File: src/rtl/hazard_controller_if.sv
// rtl/hazard_controller_if.sv - hazard controller signal bundle
//
// Purpose: groups the pipeline-side inputs (register ids, load/branch/memory/halt
// status) and the control outputs (write enables, flushes, freeze, status and
// statistics) of hazard_controller.
// Modports:
//   master - pipeline side: drives hazard inputs, observes controls
//   slave  - hazard_controller side: observes hazard inputs, drives controls
// Parameters: REG_ADDR_W register-address width, CNT_W statistics width.

interface hazard_controller_if #(
    parameter int REG_ADDR_W = 3,
    parameter int CNT_W      = 16
);
    logic [REG_ADDR_W-1:0] id_rs;
    logic [REG_ADDR_W-1:0] id_rt;
    logic                  id_uses_rs;
    logic                  id_uses_rt;
    logic                  id_ex_memread;
    logic [REG_ADDR_W-1:0] id_ex_rd;
    logic                  ex_branch_taken;
    logic                  mem_busy;
    logic                  wb_halt;

    logic                  pc_write;
    logic                  if_id_write;
    logic                  if_id_flush;
    logic                  id_ex_flush;
    logic                  pipe_en;
    logic                  halted;
    logic                  mem_timeout;
    logic [CNT_W-1:0]      stall_cnt;
    logic [CNT_W-1:0]      flush_cnt;
    logic [CNT_W-1:0]      memwait_cnt;

    modport master (
        output id_rs, id_rt, id_uses_rs, id_uses_rt, id_ex_memread, id_ex_rd,
               ex_branch_taken, mem_busy, wb_halt,
        input  pc_write, if_id_write, if_id_flush, id_ex_flush, pipe_en,
               halted, mem_timeout, stall_cnt, flush_cnt, memwait_cnt
    );

    modport slave (
        input  id_rs, id_rt, id_uses_rs, id_uses_rt, id_ex_memread, id_ex_rd,
               ex_branch_taken, mem_busy, wb_halt,
        output pc_write, if_id_write, if_id_flush, id_ex_flush, pipe_en,
               halted, mem_timeout, stall_cnt, flush_cnt, memwait_cnt
    );
endinterface

File: src/rtl/hazard_controller.sv
// rtl/hazard_controller.sv - load-use / branch / memory-wait stall sequencer
//
// Purpose: Mealy hazard FSM (RUN, LDSTALL, MWAIT, HALTED) producing PC and IF/ID
// write enables, IF/ID and ID/EX flushes, a global pipe enable, a halted flag
// and a sticky memory-timeout flag.
// Ports:
//   clk   - rising-edge clock
//   reset - synchronous, active-high
//   hif   - hazard_controller_if.slave (hazard inputs in, controls out)
// Optional feature: macro HAZARD_STATS_EN enables the saturating stall_cnt,
// flush_cnt and memwait_cnt counters; without it those outputs are tied to 0.

module hazard_controller #(
    parameter int REG_ADDR_W   = 3,
    parameter int MEM_WAIT_MAX = 15,
    parameter int CNT_W        = 16
) (
    input  logic               clk,
    input  logic               reset,
    hazard_controller_if.slave hif
);
    localparam int WAIT_W = $clog2(MEM_WAIT_MAX + 1);
    // Entering MWAIT already accounts for the first busy cycle, so a busy MWAIT
    // cycle whose counter holds MAX-1 is the MAX-th consecutive busy cycle.
    localparam logic [WAIT_W-1:0] WAIT_LAST = WAIT_W'(MEM_WAIT_MAX - 1);
    localparam logic [WAIT_W-1:0] WAIT_ONE  = WAIT_W'(1);

    typedef enum logic [1:0] {RUN, LDSTALL, MWAIT, HALTED} state_t;

    state_t            state_q, state_d;
    logic [WAIT_W-1:0] wait_cnt_q, wait_cnt_d;
    logic              timeout_q, timeout_d;

    logic [REG_ADDR_W-1:0] ex_rd;
    logic                  hz;
    logic                  pc_write, if_id_write, if_id_flush, id_ex_flush;
    logic                  pipe_en, halted;

    assign ex_rd = hif.id_ex_rd;
    assign hz    = hif.id_ex_memread &
                   ((hif.id_uses_rs & (hif.id_rs == ex_rd)) |
                    (hif.id_uses_rt & (hif.id_rt == ex_rd)));

    always_comb begin
        state_d     = state_q;
        wait_cnt_d  = wait_cnt_q;
        timeout_d   = timeout_q;
        pc_write    = 1'b1;
        if_id_write = 1'b1;
        if_id_flush = 1'b0;
        id_ex_flush = 1'b0;
        pipe_en     = 1'b1;
        halted      = 1'b0;

        if (state_q == HALTED) begin
            pc_write    = 1'b0;
            if_id_write = 1'b0;
            pipe_en     = 1'b0;
            halted      = 1'b1;
        end else if (hif.wb_halt) begin
            pc_write    = 1'b0;
            if_id_write = 1'b0;
            pipe_en     = 1'b0;
            wait_cnt_d  = '0;
            state_d     = HALTED;
        end else if (hif.mem_busy) begin
            pc_write    = 1'b0;
            if_id_write = 1'b0;
            pipe_en     = 1'b0;
            if (state_q == MWAIT) begin
                if (wait_cnt_q >= WAIT_LAST) begin
                    timeout_d  = 1'b1;
                    wait_cnt_d = '0;
                    state_d    = HALTED;
                end else begin
                    wait_cnt_d = wait_cnt_q + WAIT_ONE;
                end
            end else begin
                wait_cnt_d = WAIT_ONE;
                state_d    = MWAIT;
            end
        end else begin
            // RUN, LDSTALL or the MWAIT release cycle
            wait_cnt_d = '0;
            state_d    = RUN;
            if (hif.ex_branch_taken) begin
                if_id_flush = 1'b1;
                id_ex_flush = 1'b1;
            end else if (hz && (state_q != LDSTALL)) begin
                // ID/EX already holds the bubble while in LDSTALL
                pc_write    = 1'b0;
                if_id_write = 1'b0;
                id_ex_flush = 1'b1;
                state_d     = LDSTALL;
            end
        end
    end

    always_ff @(posedge clk) begin
        if (reset) begin
            state_q    <= RUN;
            wait_cnt_q <= '0;
            timeout_q  <= 1'b0;
        end else begin
            state_q    <= state_d;
            wait_cnt_q <= wait_cnt_d;
            timeout_q  <= timeout_d;
        end
    end

    assign hif.pc_write    = pc_write;
    assign hif.if_id_write = if_id_write;
    assign hif.if_id_flush = if_id_flush;
    assign hif.id_ex_flush = id_ex_flush;
    assign hif.pipe_en     = pipe_en;
    assign hif.halted      = halted;
    assign hif.mem_timeout = timeout_q;

`ifdef HAZARD_STATS_EN
    logic [CNT_W-1:0] stall_cnt_q, stall_cnt_d;
    logic [CNT_W-1:0] flush_cnt_q, flush_cnt_d;
    logic [CNT_W-1:0] memwait_cnt_q, memwait_cnt_d;

    always_comb begin
        stall_cnt_d   = stall_cnt_q;
        flush_cnt_d   = flush_cnt_q;
        memwait_cnt_d = memwait_cnt_q;
        if (state_q != HALTED) begin
            if (id_ex_flush && !if_id_flush && (stall_cnt_q != '1))
                stall_cnt_d = stall_cnt_q + CNT_W'(1);
            if (if_id_flush && (flush_cnt_q != '1))
                flush_cnt_d = flush_cnt_q + CNT_W'(1);
            if (!pipe_en && ((state_q == MWAIT) || (state_d == MWAIT)) &&
                (memwait_cnt_q != '1))
                memwait_cnt_d = memwait_cnt_q + CNT_W'(1);
        end
    end

    always_ff @(posedge clk) begin
        if (reset) begin
            stall_cnt_q   <= '0;
            flush_cnt_q   <= '0;
            memwait_cnt_q <= '0;
        end else begin
            stall_cnt_q   <= stall_cnt_d;
            flush_cnt_q   <= flush_cnt_d;
            memwait_cnt_q <= memwait_cnt_d;
        end
    end

    assign hif.stall_cnt   = stall_cnt_q;
    assign hif.flush_cnt   = flush_cnt_q;
    assign hif.memwait_cnt = memwait_cnt_q;
`else
    assign hif.stall_cnt   = {CNT_W{1'b0}};
    assign hif.flush_cnt   = {CNT_W{1'b0}};
    assign hif.memwait_cnt = {CNT_W{1'b0}};
`endif

endmodule

File: src/flat_wrapper.sv
// flat-port wrapper written by rule: the top's interface ports become plain ports
module hazard_controller_flat 
#(
    parameter int REG_ADDR_W   = 3,
    parameter int MEM_WAIT_MAX = 15,
    parameter int CNT_W        = 16
)
  (clk, reset, hif_id_rs, hif_id_rt, hif_id_uses_rs, hif_id_uses_rt, hif_id_ex_memread, hif_id_ex_rd, hif_ex_branch_taken, hif_mem_busy, hif_wb_halt, hif_pc_write, hif_if_id_write, hif_if_id_flush, hif_id_ex_flush, hif_pipe_en, hif_halted, hif_mem_timeout, hif_stall_cnt, hif_flush_cnt, hif_memwait_cnt);
  hazard_controller_if #(.REG_ADDR_W(REG_ADDR_W), .CNT_W(CNT_W)) hif_i ();
  input  logic clk;
  input  logic reset;
  input wire logic [$bits(hif_i.id_rs)-1:0] hif_id_rs;
  input wire logic [$bits(hif_i.id_rt)-1:0] hif_id_rt;
  input wire logic [$bits(hif_i.id_uses_rs)-1:0] hif_id_uses_rs;
  input wire logic [$bits(hif_i.id_uses_rt)-1:0] hif_id_uses_rt;
  input wire logic [$bits(hif_i.id_ex_memread)-1:0] hif_id_ex_memread;
  input wire logic [$bits(hif_i.id_ex_rd)-1:0] hif_id_ex_rd;
  input wire logic [$bits(hif_i.ex_branch_taken)-1:0] hif_ex_branch_taken;
  input wire logic [$bits(hif_i.mem_busy)-1:0] hif_mem_busy;
  input wire logic [$bits(hif_i.wb_halt)-1:0] hif_wb_halt;
  output wire logic [$bits(hif_i.pc_write)-1:0] hif_pc_write;
  output wire logic [$bits(hif_i.if_id_write)-1:0] hif_if_id_write;
  output wire logic [$bits(hif_i.if_id_flush)-1:0] hif_if_id_flush;
  output wire logic [$bits(hif_i.id_ex_flush)-1:0] hif_id_ex_flush;
  output wire logic [$bits(hif_i.pipe_en)-1:0] hif_pipe_en;
  output wire logic [$bits(hif_i.halted)-1:0] hif_halted;
  output wire logic [$bits(hif_i.mem_timeout)-1:0] hif_mem_timeout;
  output wire logic [$bits(hif_i.stall_cnt)-1:0] hif_stall_cnt;
  output wire logic [$bits(hif_i.flush_cnt)-1:0] hif_flush_cnt;
  output wire logic [$bits(hif_i.memwait_cnt)-1:0] hif_memwait_cnt;
  assign hif_i.id_rs = hif_id_rs;
  assign hif_i.id_rt = hif_id_rt;
  assign hif_i.id_uses_rs = hif_id_uses_rs;
  assign hif_i.id_uses_rt = hif_id_uses_rt;
  assign hif_i.id_ex_memread = hif_id_ex_memread;
  assign hif_i.id_ex_rd = hif_id_ex_rd;
  assign hif_i.ex_branch_taken = hif_ex_branch_taken;
  assign hif_i.mem_busy = hif_mem_busy;
  assign hif_i.wb_halt = hif_wb_halt;
  assign hif_pc_write = hif_i.pc_write;
  assign hif_if_id_write = hif_i.if_id_write;
  assign hif_if_id_flush = hif_i.if_id_flush;
  assign hif_id_ex_flush = hif_i.id_ex_flush;
  assign hif_pipe_en = hif_i.pipe_en;
  assign hif_halted = hif_i.halted;
  assign hif_mem_timeout = hif_i.mem_timeout;
  assign hif_stall_cnt = hif_i.stall_cnt;
  assign hif_flush_cnt = hif_i.flush_cnt;
  assign hif_memwait_cnt = hif_i.memwait_cnt;
  hazard_controller #(.REG_ADDR_W(REG_ADDR_W), .MEM_WAIT_MAX(MEM_WAIT_MAX), .CNT_W(CNT_W)) u_core (.clk(clk), .reset(reset), .hif(hif_i));
endmodule
File: config.mk
export PLATFORM = sky130hd
export DESIGN_NAME = hazard_controller_flat
export DESIGN_NICKNAME = d
export VERILOG_FILES = /design/src/rtl/hazard_controller_if.sv /design/src/rtl/hazard_controller.sv /design/src/flat_wrapper.sv
export SDC_FILE = /design/constraint.sdc
export NUM_CORES = 1
export LEC_CHECK = 0
export ABC_AREA = 1
export BUFFER_PORTS_ARGS = -buffer_cell sky130_fd_sc_hd__buf_2
export CORE_MARGIN = 4
export CORE_UTILIZATION = 35
export DETAILED_ROUTE_END_ITERATION = 6
export GPL_TIMING_DRIVEN = 0
export MAX_ROUTING_LAYER = met4
export PLACE_DENSITY_LB_ADDON = 0.3
export SYNTH_ARGS = -nofsm -noshare
export SYNTH_HDL_FRONTEND = slang
export SYNTH_SLANG_ARGS = --single-unit
File: constraint.sdc
create_clock -name clk -period 1.22 [get_ports clk]
set_clock_uncertainty 0.15 [all_clocks]
set_input_delay 0.244 -clock clk [delete_from_list [all_inputs] [get_ports clk]]
set_output_delay 0.244 -clock clk [all_outputs]
set_load 0.005 [all_outputs]
======== After elaboration in Yosys (flattened, before gate mapping) ========
Index checks and enable logic that the tools add are counted.
word-level totals
  output and inout port bits .............. 55
  logic and storage cells ................. 48
  flip-flop bits (word level) ............. 7
  bits of input ports ..................... 17
operators by class
  reductions and logical operators ........ 3
  bitwise gates (word level) .............. 6
  mux-type cells .......................... 28
  eq/ne operators ......................... 6
  add/subtract/negate cells ............... 1
  $lt $le $gt $ge ......................... 1
operator list
  kind                   number
  $mux W1                19
  $mux W4                4
  $mux W2                5
  $eq A3 B3 Y1           2
  $reduce_and A5 Y1      1
  $add A4 B1 Y4 const B  1
  $eq A2 B2 Y1 const B   2
  $ge A4 B4 Y1 const B   1
  $ne A4 B4 Y1 const B   1
  $and A1 B1 Y1          3
  $ne A2 B1 Y1 const B   1
  $not A1 Y1             2
  $reduce_and A2 Y1      1
  $logic_and A1 B1 Y1    1
  $or A1 B1 Y1           1

======== Logic depth before layout (Yosys ltp) ========
Gate-level depths: netlist of the first run.
  depth after elaboration ................. 10
  depth in mapped cells ................... 10
  gate-level depth less buffers ........... 9

======== Worst setup path before layout of the first run ========
OpenSTA, ideal clock, no wires.
  path kind ............................... register to output
  start point ............................. register u_core.state_q[1]
  end point ............................... output hif_pc_write
  required time ........................... 0.826 ns
  setup slack ............................. -0.096 ns
  arrival ................................. 0.922 ns
  buffers on the path ..................... 1
  cell stages (with the launch flop) ...... 7
  cell sequence ........................... dfxtp_1 > nand2_2 > nand2_1 > inv_1 > nand2_1 > inv_1 > buf_4
on the way
  word-level cells in the longest chain between the ends .. 7
  elaborated cells on any way between the ends .. 8
  those cells by class .................... 2 x eq/ne; 5 x mux; 1 x reduce/logical
RTL lines
  element                 line                      RTL
  start, declared         hazard_controller.sv:30   state_t state_q, state_d;
  start signal, assigned  hazard_controller.sv:105  state_q <= state_d;
  $ne A2 B1 Y1            hazard_controller.sv:89   end else if (hz && (state_q != LDSTALL)) begin
  $logic_and A1 B1 Y1     hazard_controller.sv:89
  $mux W1 (4 in series)   n/a
  $mux W1 *               n/a
  end, declared           flat_wrapper.sv:21        output wire logic [$bits(hif_i.pc_write)-1:0] hif_pc_write;
Every way passes the cells marked *; elsewhere a longest branch is shown, timed or not.

======== Worst setup path after layout of the first run ========
  start point ............................. register u_core.state_q[0]
  end point ............................... output hif_pc_write
on the way
  word-level cells in the longest chain between the ends .. 7
  elaborated cells on any way between the ends .. 8
  those cells by class .................... 2 x eq/ne; 5 x mux; 1 x reduce/logical
RTL lines
  element              line                     RTL
  $ne A2 B1 Y1         hazard_controller.sv:89
  $logic_and A1 B1 Y1  hazard_controller.sv:89
  $mux W1              hazard_controller.sv:89
  $mux W1              hazard_controller.sv:86  if (hif.ex_branch_taken) begin
  $mux W1              hazard_controller.sv:66  end else if (hif.mem_busy) begin
  $mux W1              hazard_controller.sv:60  end else if (hif.wb_halt) begin
  $mux W1 *            hazard_controller.sv:55  if (state_q == HALTED) begin
Marks and branches as above.

==> results.json, run 1 <==
{
  "required_ns": 0.83,
  "violations": "negative setup slack",
  "fin_util_pct": 62.6,
  "synth_seq_cells": 7,
  "pre_cts_ws_ns": -0.297,
  "cp_slowest_cell": "dfxtp_4",
  "nets": 243,
  "grt.overflow.total": 0,
  "cts_tree": "yes",
  "finalPower_w": 0.000802,
  "core_um2": 2300,
  "antenna_found_initial": 0,
  "final_common_cell": "buf_4",
  "netlist.area_leader.share_pct": 41.6,
  "grt_pass1_vias": 693,
  "num-fill-cells": 234,
  "final_cell_mix": "56 x buf_4, 48 x conb_1, 26 x nand2_1",
  "die_w_um": 58.2,
  "synth_largest_area_cell": "buf_4",
  "drc_errors": 0,
  "max_clock_freq_ghz": 0.634,
  "criticalPathCategory": "reg2out",
  "grt_pass1_wl_um": 2680,
  "track_usage_pct": 10.2,
  "whs_ns": 0.0198,
  "die-area_um2": 3390,
  "path_clk_slew_ns": 0.06,
  "vdd_ir_drop_max_mv": 0.498,
  "critPathMaxStageDelay_ns": 0.35,
  "syn_area_per_cell_um2": 6.45,
  "num_rows": 17,
  "io_pins": 72,
  "powerDensity_nw_per_um2": 558,
  "placed_cell_area_um2": 1220,
  "layout-drive-gt1-share_pct": 50.7,
  "vias_per_cell": 3.43,
  "synthCells": 137,
  "ant_nets": 0,
  "gp_congestion": 0.742,
  "io_buffer_count": 23,
  "cp.arrival_ns": 1.18,
  "die_y_um": 58.2,
  "cts_num_sinks": 7,
  "yosysSeqAreaShare_pct": 15.9,
  "start_kind": "flip-flop",
  "cts_buffers": 3,
  "finalMaxSlewViolations": 0,
  "layout_min_cycle_time_ns": 1.58,
  "clockRootBuffer": "clkbuf_4",
  "p_leak_nw": 0.913,
  "outcome": "complete, but fails checks",
  "dp_hpwl_um": 1530,
  "end_kind": "primary output",
  "routedWlPerCell_um": 7.43,
  "fin_area_um2": 1440,
  "hold_viol": 0,
  "synth_area_um2": 883,
  "vias": 860,
  "synth.area.top_cells": "buf_4 42%, dfxtp_1 16%, nand2_1 12%",
  "yosysWarningCount": 0,
  "hp-class": "in2reg",
  "yosysUniqueCellTypes": 19,
  "critPathMaxFanout": 3,
  "grt_max_degree": 6,
  "crit_chain": "inv_2, o21a_1, nand3_2, nand2_1, inv_2, buf_6, buf_6",
  "drv_cap": 0,
  "h-tree-depth": 1,
  "drt-pass1-iter-count": 4,
  "fin_crit_sh_pct": 129,
  "drt_wl_total_um": 1870,
  "start_util_pct": 38.5,
  "setup_ws_ns": -0.358,
  "holdBufCountCts": 0,
  "diodes": 0,
  "finalSetupViolCount": 8,
  "worstSkewPairLatency_ns": 0.25,
  "max-clock-path-buffers": 2,
  "drt_iter0_markers": 8,
  "rsz0062_at_grt": "true",
  "syn2layout_area_growth_pct": 62.7
}
-- final timing paths --
kind,start,to,slack (ns),cells after the start
min,reset,u_core.state_q[1]$_SDFFE_PP0P_,0.02,2
max,u_core.state_q[0]$_SDFFE_PP0P_,hif_pc_write,-0.36,7
max reg2reg,u_core.state_q[0]$_SDFFE_PP0P_,u_core.state_q[0]$_SDFFE_PP0P_,-0.32,9
min reg2reg,u_core.hif.mem_timeout$_SDFFE_PP0P_,u_core.hif.mem_timeout$_SDFFE_PP0P_,0.31,2
-- per-layer routing --
layer | track usage, % | part of all wire (%) | up-vias | wire length [um]
met5 | - | 0 | - | 0
met4 | 1.99 | 0.21 | 0 | 4
met3 | 3.34 | 9.1 | 2 | 169
met2 | 19.0 | 56 | 35 | 1040
met1 | 10.4 | 35 | 340 | 646
li1 | - | - | 483 | -
-- sequential cells by signal (all words and copies together), names as in the netlist --
signal	cells
u_core.wait_cnt_q	4
u_core.hif.mem_timeout	1
u_core.state_q	2
-- Yosys cell counts, drive strengths merged --
| cell type | number |
|---|---|
| o21ai | 3 |
| conb | 1 |
| nand4 | 1 |
| dfxtp | 7 |
| inv | 17 |
| nand3 | 1 |
| nand2 | 32 |
| nor2 | 16 |
| a21oi | 3 |
| ha | 2 |
| a211oi | 1 |
| o21a | 1 |
| xor2 | 2 |
| buf | 49 |
| nor3 | 1 |
-- critical path: cells and delay by family, from the launching register on --
kind / cells / cell delay (ns)
compound gates: 1 / 0.13
buf+inv: 4 / 0.29
flops: 1 / 0.35
simple gates: 2 / 0.14
-- per-stage QoR --
step	instances	setup TNS (ns)
after CTS	249	-1.76
after global routing	251	-2.27
final	251	-1.62
after global placement	235	-0.779
after floorplan	184	-0.0308
after detailed placement	235	-0.836
-- layout make-up --
cell class	instances	area, um^2	share of cell area (%)
plain buffers	49	372	25.8
clock buffers	3	22.5	1.57
clock inverters	1	5.00	0.348
inverters	17	68.8	4.79
multi-input cells	111	546	37.9
flip-flops and latches	7	150	10.4
well taps	28	35.0	2.44
repair buffers	35	239	16.6
-- report_power, final --
group / switching [W] / total, W / leakage (nW) / internal (W)
clock network: 0.0000942 / 0.000214 / 0.0177 / 0.000120
logic: 0.000147 / 0.000341 / 0.836 / 0.000194
registers: 0.0000101 / 0.000247 / 0.0591 / 0.000236
total: 0.000251 / 0.000802 / 0.913 / 0.000551
-- cell families after synthesis --
logic type      after synthesis  share of synthesized area, %
buf+inv                      66                          48.9
simple gates                 51                          23.9
compound gates                8                          6.09
flops                         7                          15.9
xor+xnor                      2                          1.98
fa+ha+maj                     2                          2.83
other cells                   1                         0.425
-- repair_timing --
item                                    in CTS  in global routing
endpoints found under the setup margin      10                 12
resized for setup                           15                 12
setup buffers                               12                  5
pin swaps                                   10                 12
Note: power is estimated with default switching activity, not from simulation.
==> inputs of run 2 (changes only) <==
--- a/config.mk
+++ b/config.mk
@@ -8,11 +8,12 @@
 export ABC_AREA = 1
 export BUFFER_PORTS_ARGS = -buffer_cell sky130_fd_sc_hd__buf_2
 export CORE_MARGIN = 4
-export CORE_UTILIZATION = 35
+export CORE_UTILIZATION = 39
 export DETAILED_ROUTE_END_ITERATION = 6
 export GPL_TIMING_DRIVEN = 0
 export MAX_ROUTING_LAYER = met4
 export PLACE_DENSITY_LB_ADDON = 0.3
+export REMOVE_ABC_BUFFERS = 1
 export SYNTH_ARGS = -nofsm -noshare
 export SYNTH_HDL_FRONTEND = slang
 export SYNTH_SLANG_ARGS = --single-unit
==> constraint.sdc (replaced) <==
create_clock -name clk -period 1.6 [get_ports clk]
set_clock_uncertainty 0.15 [all_clocks]
set_input_delay 0.32 -clock clk [delete_from_list [all_inputs] [get_ports clk]]
set_output_delay 0.32 -clock clk [all_outputs]
set_load 0.005 [all_outputs]
==> results.json, run 2 (synthesis results as in run 1) <==
{
  "holdBufCountCts": 0,
  "path_clk_slew_ns": 0.05,
  "whs_ns": 0.110,
  "nets": 185,
  "start_util_pct": 42.8,
  "clockRootBuffer": "clkbuf_4",
  "ant_nets": 0,
  "final_common_cell": "conb_1",
  "start_kind": "flip-flop",
  "diodes": 0,
  "cts_num_sinks": 7,
  "pre_cts_ws_ns": 0.0314,
  "critPathMaxFanout": 3,
  "grt_pass1_wl_um": 2210,
  "antenna_found_initial": 0,
  "vias_per_cell": 3.71,
  "die_y_um": 55.6,
  "cp.arrival_ns": 1.13,
  "hold_viol": 0,
  "worstSkewPairLatency_ns": 0.25,
  "max-clock-path-buffers": 2,
  "die-area_um2": 3090,
  "crit_chain": "inv_2, o21a_1, nand3_2, nand2_1, inv_1, buf_2",
  "finalSetupViolCount": 0,
  "num_rows": 16,
  "die_w_um": 55.6,
  "grt.overflow.total": 0,
  "final_cell_mix": "48 x conb_1, 25 x nand2_1, 21 x buf_2",
  "end_kind": "primary output",
  "grt_max_degree": 8,
  "outcome": "finished, final reports clean",
  "gp_congestion": 0.774,
  "drv_cap": 0,
  "vdd_ir_drop_max_mv": 0.250,
  "setup_ws_ns": 0.000694,
  "vias": 713,
  "finalMaxSlewViolations": 0,
  "syn2layout_area_growth_pct": 3.97,
  "track_usage_pct": 9.06,
  "h-tree-depth": 1,
  "regMostFlops": "u_core.wait_cnt_q",
  "critical_path.top_delay_family": "flip-flops",
  "ff2ff_setup_slack_ns": 0.22,
  "rsz0062_at_grt": "true",
  "drc_errors": 0,
  "core_um2": 2060,
  "criticalPathCategory": "reg2out",
  "fin_crit_sh_pct": 100,
  "cts_tree": "yes",
  "layout_min_cycle_time_ns": 1.60,
  "drt_iter0_markers": 9,
  "powerDensity_nw_per_um2": 532,
  "hp-class": "in2reg",
  "routedWlPerCell_um": 7.70,
  "drt_wl_total_um": 1480,
  "max_clock_freq_ghz": 0.625,
  "required_ns": 1.13,
  "cts_buffers": 3,
  "critPathMaxStageDelay_ns": 0.37,
  "p_leak_nw": 0.587,
  "dp_hpwl_um": 1300,
  "setup_tns_ns": 0,
  "path_buf_inv": 3,
  "layout-drive-gt1-share_pct": 28.5,
  "cp_slowest_cell": "dfxtp_4",
  "drt-pass1-iter-count": 4,
  "io_pins": 72,
  "largest_register_ffs": 4,
  "grt_pass1_vias": 592,
  "io_buffer_count": 23
}
-- run 2: final timing paths --
kind,startpoint,to,depth (start not counted)
max reg2reg,u_core.wait_cnt_q[0]$_SDFFE_PP0N_,u_core.wait_cnt_q[1]$_SDFFE_PP0N_,7
min,reset,u_core.state_q[1]$_SDFFE_PP0P_,2
min reg2reg,u_core.hif.mem_timeout$_SDFFE_PP0P_,u_core.hif.mem_timeout$_SDFFE_PP0P_,2
max,u_core.state_q[0]$_SDFFE_PP0P_,hif_pc_write,6
-- run 2: report_power, final --
group	internal (W)	switching (W)
Combinational	0.0000513	0.0000846
Clock	0.0000954	0.0000688
Sequential	0.000181	0.00000798
-- run 2: area by class of cell --
class | instances | area [um^2]
Clock buffer | 4 | 26.3
Fill cell | 227 | 1140
Inverter | 17 | 63.8
Multi-Input combinational cell | 111 | 503
Sequential cell | 7 | 145
Tap cell | 27 | 33.8
Timing Repair Buffer | 26 | 146
-- run 2: what timing repair did --
item	4_1_cts	5_1_grt
pin swaps	5	6
gates resized for setup	7	5
setup buffers	2	1
endpoints found under the setup margin	4	3
-- run 2: routing by layer --
metal  vias up  global-route usage, %  share of wire (%)  routed length [um]
met1       295                   9.02                 38                 559
met5         -                      -                  0                   0
met3         5                   1.86                 11                 168
li1        368                      -                  -                   -
met4         0                   7.29                3.0                  44
met2        45                   15.2                 48                 706
-- run 2: stage by stage --
step                cell area [um^2]  power (W)  std cells  util (%)
floorplan                        692   0.000269        135         -
global placement                 841   0.000307        185      40.8
detailed placement               841   0.000310        185      40.8
CTS                              895   0.000489        191      43.4
global route                     918   0.000530        192      44.5
finish                           918   0.000489        192      44.5
